## src/rtl/conv_pkg.sv

```systemverilog
// Shared types and constants for the conv-engine scheduler and weight streamer.
package conv_pkg;

   // Top-level sequencing states for one layer.
   typedef enum logic [2:0] {
      IDLE,
      LOAD,
      GAP,
      RUN,
      NEXT,
      FIN
   } state_t;

   // Weight taps per 3x3 kernel.
   localparam int KTAPS    = 9;

   // Weight streaming window: one lead cycle plus one cycle per tap.
   localparam int LOAD_CYC = 10;

   // Layer-select encoding driven onto the engine's state input.
   localparam logic L1 = 1'b0;
   localparam logic L2 = 1'b1;

endpackage

```

## src/rtl/conv_wload.sv

```systemverilog
// Streams one kernel's 9 weight bits from the synchronous weight ROM to the engine.
// A start pulse opens a 10-cycle window. Reads are issued on the first nine cycles.
// ROM data lands one cycle later, so bit i appears on the serial output at window cycle i+1.
module conv_wload
   import conv_pkg::*;
#(
   parameter int WA_W = 8
) (
   input  logic            clk,
   input  logic            rstn,
   input  logic            start,
   input  logic [WA_W-1:0] base,
   input  logic            wrom_q,
   output logic            wrom_rd,
   output logic [WA_W-1:0] wrom_addr,
   output logic            weight_en,
   output logic            weight,
   output logic            done
);

   localparam int TW = $clog2(LOAD_CYC);

   logic          active;
   logic [TW-1:0] t;

   // Window counter: t runs 0..LOAD_CYC-1 while active, then the window closes.
   always_ff @(posedge clk or negedge rstn) begin
      if (!rstn) begin
         active <= 1'b0;
         t      <= '0;
      end else if (start) begin
         active <= 1'b1;
         t      <= '0;
      end else if (active) begin
         if (t == TW'(LOAD_CYC - 1)) begin
            active <= 1'b0;
            t      <= '0;
         end else begin
            t <= t + 1'b1;
         end
      end
   end

   // Outputs are decoded from the window position and forced to 0 outside the window.
   always_comb begin
      wrom_rd   = 1'b0;
      wrom_addr = '0;
      weight_en = 1'b0;
      weight    = 1'b0;
      done      = 1'b0;
      if (active) begin
         weight_en = 1'b1;
         wrom_rd   = (t < TW'(KTAPS));
         wrom_addr = base + WA_W'(t);
         weight    = (t != '0) ? wrom_q : 1'b0;
         done      = (t == TW'(LOAD_CYC - 1));
      end
   end

endmodule

```

## src/rtl/conv_sched.sv

```systemverilog
// Per-layer sequencer for the binary 3x3 conv engine and its sliding-window generator.
// For each kernel it loads the weights, waits a short gap, then runs the engine until done.
module conv_sched
   import conv_pkg::*;
#(
   parameter int NK_MAX  = 16,
   parameter int WA_W    = 8,
   parameter int GAP_CYC = 2
) (
   input  logic            clk,
   input  logic            rstn,
   input  logic            go,
   input  logic            layer_sel,
   input  logic [4:0]      num_k,
   input  logic [WA_W-1:0] wbase,
   output logic [WA_W-1:0] wrom_addr,
   output logic            wrom_rd,
   input  logic            wrom_q,
   output logic            cv_weight_en,
   output logic            cv_weight,
   output logic            cv_start,
   output logic            cv_state,
   output logic            win_start,
   input  logic            cv_done,
   output logic [4:0]      k_idx,
   output logic            busy,
   output logic            layer_done
);

   localparam int KW = $clog2(NK_MAX);
   localparam int GW = $clog2(GAP_CYC + 1);

   state_t          state;
   state_t          state_nxt;
   logic            sel_q;
   logic [4:0]      nk_q;
   logic [WA_W-1:0] wbase_q;
   logic [KW-1:0]   k_cnt;
   logic [GW-1:0]   gap_cnt;
   logic [4:0]      nk_eff;
   logic [WA_W-1:0] kbase;
   logic            load_start;
   logic            load_done;
   logic            last_k;

   // A zero kernel count runs one kernel; oversize counts are clipped to what the counter holds.
   assign nk_eff = (num_k == 5'd0)           ? 5'd1 :
                   (num_k > 5'(NK_MAX))      ? 5'(NK_MAX) : num_k;

   // ROM base of the current kernel; wraps modulo the address width by construction.
   assign kbase  = wbase_q + WA_W'(KTAPS) * WA_W'(k_cnt);

   assign last_k = (5'(k_cnt) == nk_q - 5'd1);

   conv_wload #(
      .WA_W (WA_W)
   ) u_wload (
      .clk       (clk),
      .rstn      (rstn),
      .start     (load_start),
      .base      (kbase),
      .wrom_q    (wrom_q),
      .wrom_rd   (wrom_rd),
      .wrom_addr (wrom_addr),
      .weight_en (cv_weight_en),
      .weight    (cv_weight),
      .done      (load_done)
   );

   // State register.
   always_ff @(posedge clk or negedge rstn) begin
      if (!rstn) begin
         state <= IDLE;
      end else begin
         state <= state_nxt;
      end
   end

   // Next-state logic and the state-decoded engine/handshake outputs.
   always_comb begin
      state_nxt  = state;
      load_start = 1'b0;
      cv_start   = 1'b0;
      win_start  = 1'b0;
      busy       = 1'b0;
      layer_done = 1'b0;
      cv_state   = 1'b0;
      k_idx      = 5'(k_cnt);
      case (state)
         IDLE: begin
            if (go) begin
               state_nxt  = LOAD;
               load_start = 1'b1;
            end
         end
         LOAD: begin
            busy = 1'b1;
            if (load_done) begin
               state_nxt = GAP;
            end
         end
         GAP: begin
            busy = 1'b1;
            if (gap_cnt == GW'(GAP_CYC - 1)) begin
               state_nxt = RUN;
            end
         end
         RUN: begin
            busy      = 1'b1;
            cv_start  = 1'b1;
            win_start = 1'b1;
            if (cv_done) begin
               state_nxt = last_k ? FIN : NEXT;
            end
         end
         NEXT: begin
            busy       = 1'b1;
            state_nxt  = LOAD;
            load_start = 1'b1;
         end
         FIN: begin
            busy       = 1'b1;
            layer_done = 1'b1;
            state_nxt  = IDLE;
         end
         default: begin
            state_nxt = IDLE;
         end
      endcase
      cv_state = busy & sel_q;
   end

   // Layer configuration is captured only when a go is accepted; the kernel counter steps in NEXT.
   always_ff @(posedge clk or negedge rstn) begin
      if (!rstn) begin
         sel_q   <= L1;
         nk_q    <= '0;
         wbase_q <= '0;
         k_cnt   <= '0;
      end else if (state == IDLE && go) begin
         sel_q   <= layer_sel;
         nk_q    <= nk_eff;
         wbase_q <= wbase;
         k_cnt   <= '0;
      end else if (state == NEXT) begin
         k_cnt <= k_cnt + 1'b1;
      end else if (state == FIN) begin
         k_cnt <= '0;
      end
   end

   // Gap timer counts idle cycles between the end of the weight load and the engine start.
   always_ff @(posedge clk or negedge rstn) begin
      if (!rstn) begin
         gap_cnt <= '0;
      end else if (state == GAP) begin
         gap_cnt <= gap_cnt + 1'b1;
      end else begin
         gap_cnt <= '0;
      end
   end

endmodule
```

## config.mk

```make
export PLATFORM = sky130hd
export DESIGN_NAME = conv_sched
export DESIGN_NICKNAME = d
export VERILOG_FILES = /design/src/rtl/conv_pkg.sv /design/src/rtl/conv_wload.sv /design/src/rtl/conv_sched.sv
export SDC_FILE = /design/constraint.sdc
export NUM_CORES = 1
export LEC_CHECK = 0
export CORE_MARGIN = 4
export CORE_UTILIZATION = 35
export DETAILED_ROUTE_END_ITERATION = 12
export GPL_TIMING_DRIVEN = 1
export PLACE_DENSITY_LB_ADDON = 0.15
export SETUP_SLACK_MARGIN = 0.2
export SYNTH_ARGS = -nofsm -noshare
export SYNTH_HDL_FRONTEND = slang
export SYNTH_SLANG_ARGS = --single-unit
export TNS_END_PERCENT = 50
```

## constraint.sdc

```tcl
create_clock -name clk -period 3.6 [get_ports clk]
set_input_delay 0.72 -clock clk [delete_from_list [all_inputs] [get_ports clk]]
set_output_delay 0.72 -clock clk [all_outputs]
set_load 0.01 [all_outputs]
```

==> impl_metrics.toml <==
[floorplanning]
initial_core_util_pct = 36.27
rows = 27
ioPinCount = 40
fp.coreArea_um2 = 5540
die_x_um = 83.77
die_h_um = 83.77
die_area_um2 = 7017

[clock_network]
cts-root-buf = "clkbuf_8"
numCtsBuffers = 3
cts_buffer_depth = 2
cts_tree = "yes"
cts.sink_count = 28
clk_pin_slew_ns = 0.10
ctsHoldBuffers = 0
htreeDepth = 1
clk_latency_ns = 0.27

[power]
seqPwrFrac_pct = 25.7
peakVddDrop_v = 0.0003659
power_switching_mw = 0.8592
p_total_mw = 2.133
internal_power_mw = 1.274
power.static_leakage_nw = 1.304
power.share.clock_pct = 11.6
p_per_area_nw_per_um2 = 780.3
sw_frac_of_total_pct = 40.27
p_comb_share_pct = 62.8

[timing]
min_period_over_period_pct = 109.1
fmax_mhz = 254.5
final-setup-viol-count = 4
hold_viol = 0
whs_ns = 0.4338
fin_skew_ns = 0.005960
rsz0062_at_grt = "yes"
tightestPinTransition_ns = 0.6565
setup_ws_ns = -0.3286
max-slew-margin-rel_pct = 55.83
min_period_ns = 3.929
slew_violations = 0

[global_route]
grt_max_degree = 29
grt_pass1_wl_um = 7762
overflow = 0
track_usage_pct = 13.27
antenna_found_initial = 0
grt_pass1_vias = 1700

[logic_synthesis]
netlist_top_cells_count = "nand2_1 (40), inv_1 (29), dfrtp_1 (28)"
syn_nets = 275
synthFlopType = "dfrtp_1"
ys_async_sr_fraction_pct = 100.0
yosysUniqueCellTypes = 42
yosysTopAreaCellShare_pct = 34.87
synth-edff-count = 0
post-synth-top-area-cell = "dfrtp_1"
yosysMostFrequentCell = "nand2_1"
synth_seq_area_share_pct = 34.87
syn_area_um2 = 2009
synthCells = 231
synth_area_leaders = "dfrtp_1 (35%), ha_1 (12%), nand2_1 (7.5%)"
ys_warn_count = 0
synth-seq-cells = 28
avgSynthCellArea_um2 = 8.699

[place]
dpl_worst_slack_ns = -0.4545
place_inst = 352
place.gp.congestion = 0.8235
portBuffers = 38
hpwl_um = 3409

[status]
status = "finished, violations left"
violations = "setup timing"

[worst_setup_path]
worst-setup-path-type = "register to output port"
worst_setup_path_start_kind = "register"
end_kind = "output port"
cp_max_fo = 2
cp.arrival_ns = 3.21
required_ns = 2.88

[cells_and_area]
nets = 331
syn_to_final_growth_pct = 36.05
final_util_pct = 49.35
fin_cells = 358
drive_above_1_share_pct = 19.23
fill_cells = 567
diodes = 0

[flow_run]
maxCapViolations = 0

[detailed_routing]
antenna_left = 0
routed_wl_um = 4448
drt-initial-drc-count = 64
viasPerCell = 4.698
vias = 1682
post_drt_wl_per_cell_um = 12.42
drc = 0
firstDrtPassIters = 6

[hold_path]
worstHoldPathType = "register to register"
[final timing paths]
path / from / to / slack, ns / cells past startpoint
setup / recovery: k_cnt[0]$_DFFE_PN0P_ / wrom_addr[7] / -0.33 / 13
setup reg to reg: state[0]$_DFFE_PN0P_ / nk_q[0]$_DFFE_PN0P_ / 1.72 / 4
max in group asynchronous: rstn / k_cnt[0]$_DFFE_PN0P_ / 2.49 / 2
min in group asynchronous: rstn / u_wload.t[2]$_DFFE_PN0P_ / 0.82 / 2
hold / removal: gap_cnt[0]$_DFF_PN0_ / gap_cnt[0]$_DFF_PN0_ / 0.43 / 1
hold reg to reg: gap_cnt[0]$_DFF_PN0_ / gap_cnt[0]$_DFF_PN0_ / 0.43 / 1
[what timing repair did]
action                     in CTS  in global routing
gates resized for setup        30                  5
pin swaps                       7                  6
setup endpoints to repair       6                  5
buffers inserted                2                  0
[power groups by stage]
| stage | clock (mW) | sequential (mW) | combinational, mW |
|---|---|---|---|
| 2_1_floorplan | 0 | 0.515 | 0.813 |
| 3_3_place_gp | 0 | 0.553 | 1.35 |
| 3_5_place_dp | 0 | 0.555 | 1.35 |
| 4_1_cts | 0.260 | 0.550 | 1.34 |
| 5_1_grt | 0.268 | 0.568 | 1.53 |
| 6_report | 0.247 | 0.547 | 1.34 |
[worst max-delay path, stage by stage (launching register included)]
cell and delay [ns]:
dfrtp_2 0.38, inv_2 0.04, fa_1 0.51, inv_2 0.05, ha_4 0.25, inv_2 0.03, fa_1 0.51, inv_2 0.05
ha_4 0.21, a211oi_2 0.23, o21ai_1 0.10, a2111o_1 0.38, o21ai_2 0.06, buf_2 0.13
[per-stage QoR]
stage / instance area (um2) / TNS, ns
finish: 2734 / -0.8812
global route: 2734 / -1.586
CTS: 2713 / -1.018
detailed placement: 2613 / -1.279
global placement: 2613 / -1.133
floorplan: 2042 / 0
[sequential cells by signal (all words and copies together) (netlist names)]
signal and cells:
nk_q 5, k_cnt 4, u_wload.active 1, u_wload.t 4, gap_cnt 2, wbase_q 8
sel_q 1, state 3
[routing by layer]
metal  up-vias  share of wire [%]  GRT usage, %
li1        875                  -             -
met1       782                 48         17.74
met2        23                 48         23.14
met3         2                3.2         2.073
met4         0               0.29         1.754
met5         -                  0             0
[logic make-up (layout without fill, tap and decap cells)]
kind of cell / after synthesis / count (layout) / share of synthesized area (%)
and+or+nand+nor: 91 / 91 / 22.42
buffers and inverters: 38 / 93 / 7.907
AOI/OAI and AO/OA: 37 / 37 / 11.89
DFF: 28 / 28 / 34.87
adders and majority gates: 25 / 25 / 17.81
xor gates and xnor gates: 9 / 9 / 3.923
muxes: 2 / 2 / 0.9963
other: 1 / 1 / 0.1866
[placed cells by master, fill, tap and decap left out, types with 3 or more instances in the layout]
master,count
fa_1,5
inv_1,22
o21ai_0,10
nand3_1,4
buf_4,21
ha_1,15
nand2_1,40
buf_2,4
dfrtp_1,27
clkbuf_8,3
nor3_1,7
a21oi_1,7
xnor2_1,3
and2_1,4
inv_2,7
a21o_1,3
xor2_1,6
clkdlybuf4s50_1,32
nor3_2,3
ha_4,3
nand2b_1,3
nor2_1,11
nand3b_1,4
or3_1,4
[area by class of cell]
| type | count | area (um2) | area share [%] |
|---|---|---|---|
| repair buffers | 60 | 529.3 | 19.36 |
| multi-input cells | 165 | 1232 | 45.08 |
| well taps | 72 | 90.09 | 3.295 |
| flip-flops and latches | 28 | 701.9 | 25.68 |
| clock inverters | 1 | 30.03 | 1.098 |
| clock buffers | 3 | 41.29 | 1.510 |
| inverters | 29 | 108.9 | 3.982 |
Note: power is estimated with default switching activity, not from simulation.
==> variant: new RTL, config.mk and constraints unchanged <==
`WA_W` is set to 8 in 2 places; all go to 12.
--- a/src/rtl/conv_wload.sv
+++ b/src/rtl/conv_wload.sv
@@ -5,5 +5,5 @@
    import conv_pkg::*;
 #(
-   parameter int WA_W = 8
+   parameter int WA_W = 12
 ) (
    input  logic            clk,
--- a/src/rtl/conv_sched.sv
+++ b/src/rtl/conv_sched.sv
@@ -5,5 +5,5 @@
 #(
    parameter int NK_MAX  = 16,
-   parameter int WA_W    = 8,
+   parameter int WA_W    = 12,
    parameter int GAP_CYC = 2
 ) (
Ports: changed (resized wbase and wrom_addr); port bits go from 40 to 48. No check against the original RTL was run, so the function may have changed too.
==> variant against the original RTL <==
The flow still finishes with violations (negative setup slack); setup slack worse by 0.29 ns; routed wire length up 8.1%; sequential cell count up 4; sequential share of layout area up 0.36 points; synthesized area up 13%; worst hold slack better by 0.010 ns; final area up 13%; via count up 9.5%; total power up 23%; synthesized cell count up 0.43%; largest power group unchanged; critical endpoint is now wrom_addr[11].
==> variant: results (changes against the original RTL) <==
share of layout cells above drive strength 1: 0.265 (was 0.192)
H-tree depth: 2 (was 1)
met1 WL: 2220 um (was 2150 um)
First-pass DRT Iterations: 3 (was 6)
Worst R2R Setup Slack: 1.59 ns (was 1.72 ns)
metal3 WL: 204 um (was 144 um)
Worst Skew: 0.00663 ns (was 0.00596 ns)
failing checks: negative setup slack (unchanged)
status: complete, but fails checks (unchanged)
Syn Nets: 283 (was 275)
Comb power: 1.60 mW (was 1.34 mW)
DRT iter0 DRCs: 99 (was 64)
WL met2: 2320 um (was 2140 um)
Setup violations, final: 7 (was 4)
sequential power: 0.638 mW (was 0.547 mW)
final worst slack: -0.623 ns (was -0.329 ns)
grt met1 use: 0.175 (was 0.177)
global-route wire length before repair: 8370 um (was 7760 um)
detailed placement HPWL: 3650 um (was 3410 um)
DP Worst Slack: -0.637 ns (was -0.455 ns)
cts bufs inserted: 5 (was 3)
measured slew at the worst slew-check pin: 0.911 ns (was 0.657 ns)
Placement Cell Area: 2930 um^2 (was 2610 um^2)
WP data arrival: 3.50 ns (was 3.21 ns)
CTS resizes: 46 (was 30)
Worst-path clk slew: 0.07 ns (was 0.10 ns)
routed vias/inst: 4.91 (was 4.70)
commonest cells in the netlist: 32 x dfrtp_1, 24 x inv_1, 22 x ha_1 (was 40 x nand2_1, 29 x inv_1, 28 x dfrtp_1)
setup tns final: -2.71 ns (was -0.881 ns)
sequential fraction of design power: 0.244 (was 0.257)
critical path's largest stage delay: 0.54 ns (was 0.51 ns)
M3 GR Usage: 0.0317 (was 0.0207)
VDD IR max: 0.000494 V (was 0.000366 V)
reg-to-reg startpoint: state[1] (was state[0])
[variant: cell types whose count changed after synthesis, sizes merged, moves of 3 or more]
cell	before	now
nand2	40	14
ha	19	22
dfrtp	28	32
mux2	0	15
clkbuf	5	2
nor2	11	16
buf	4	7
inv	29	24
nand3b	4	1
[variant: critical path: cells and delay by family, from the launching register on]
family | cells | cell delay, ns
buf+inv | 6 | 0.46
simple gates | 1 | 0.33
compound gates | 4 | 0.48
flops | 1 | 0.36
fa+ha+maj | 4 | 1.58
[variant: worst max path at each step]
stage | from | end | cells past startpoint
3_5_place_dp | wbase_q[2] | wrom_addr[8] | 14
2_1_floorplan | k_cnt[0] | wrom_addr[11] | 13
6_report | k_cnt[0] | wrom_addr[11] | 15
3_3_place_gp | wbase_q[2] | wrom_addr[10] | 14
5_1_grt | k_cnt[0] | wrom_addr[11] | 15
4_1_cts | wbase_q[3] | wrom_addr[11] | 15
[variant: logic make-up after synthesis]
group	after synthesis	share of synthesized area
flip-flops	32	0.353
XOR/XNOR	11	0.0424
multiplexers	17	0.0832
other	1	0.00165
AO/OA/AOI/OAI	42	0.122
adder cells (fa/ha/maj)	28	0.174
AND/OR/NAND/NOR	67	0.153
buffers and inverters	34	0.0716
[variant: final cells by class]
class / count / area, um^2 / area share
multi-input combinational: 166 / 1390 / 0.450
tap: 77 / 96.3 / 0.0313
inverter: 25 / 93.8 / 0.0305
timing repair buffer: 67 / 576 / 0.187
sequential: 32 / 802 / 0.260
clock buffer: 7 / 96.3 / 0.0313
clock inverter: 1 / 30.0 / 0.00975
[variant: through the flow]
step                utilization  instances
floorplan                     -        232
global route              0.488        375
detailed placement        0.464        363
finish                    0.488        375
CTS                       0.481        372
global placement          0.464        363
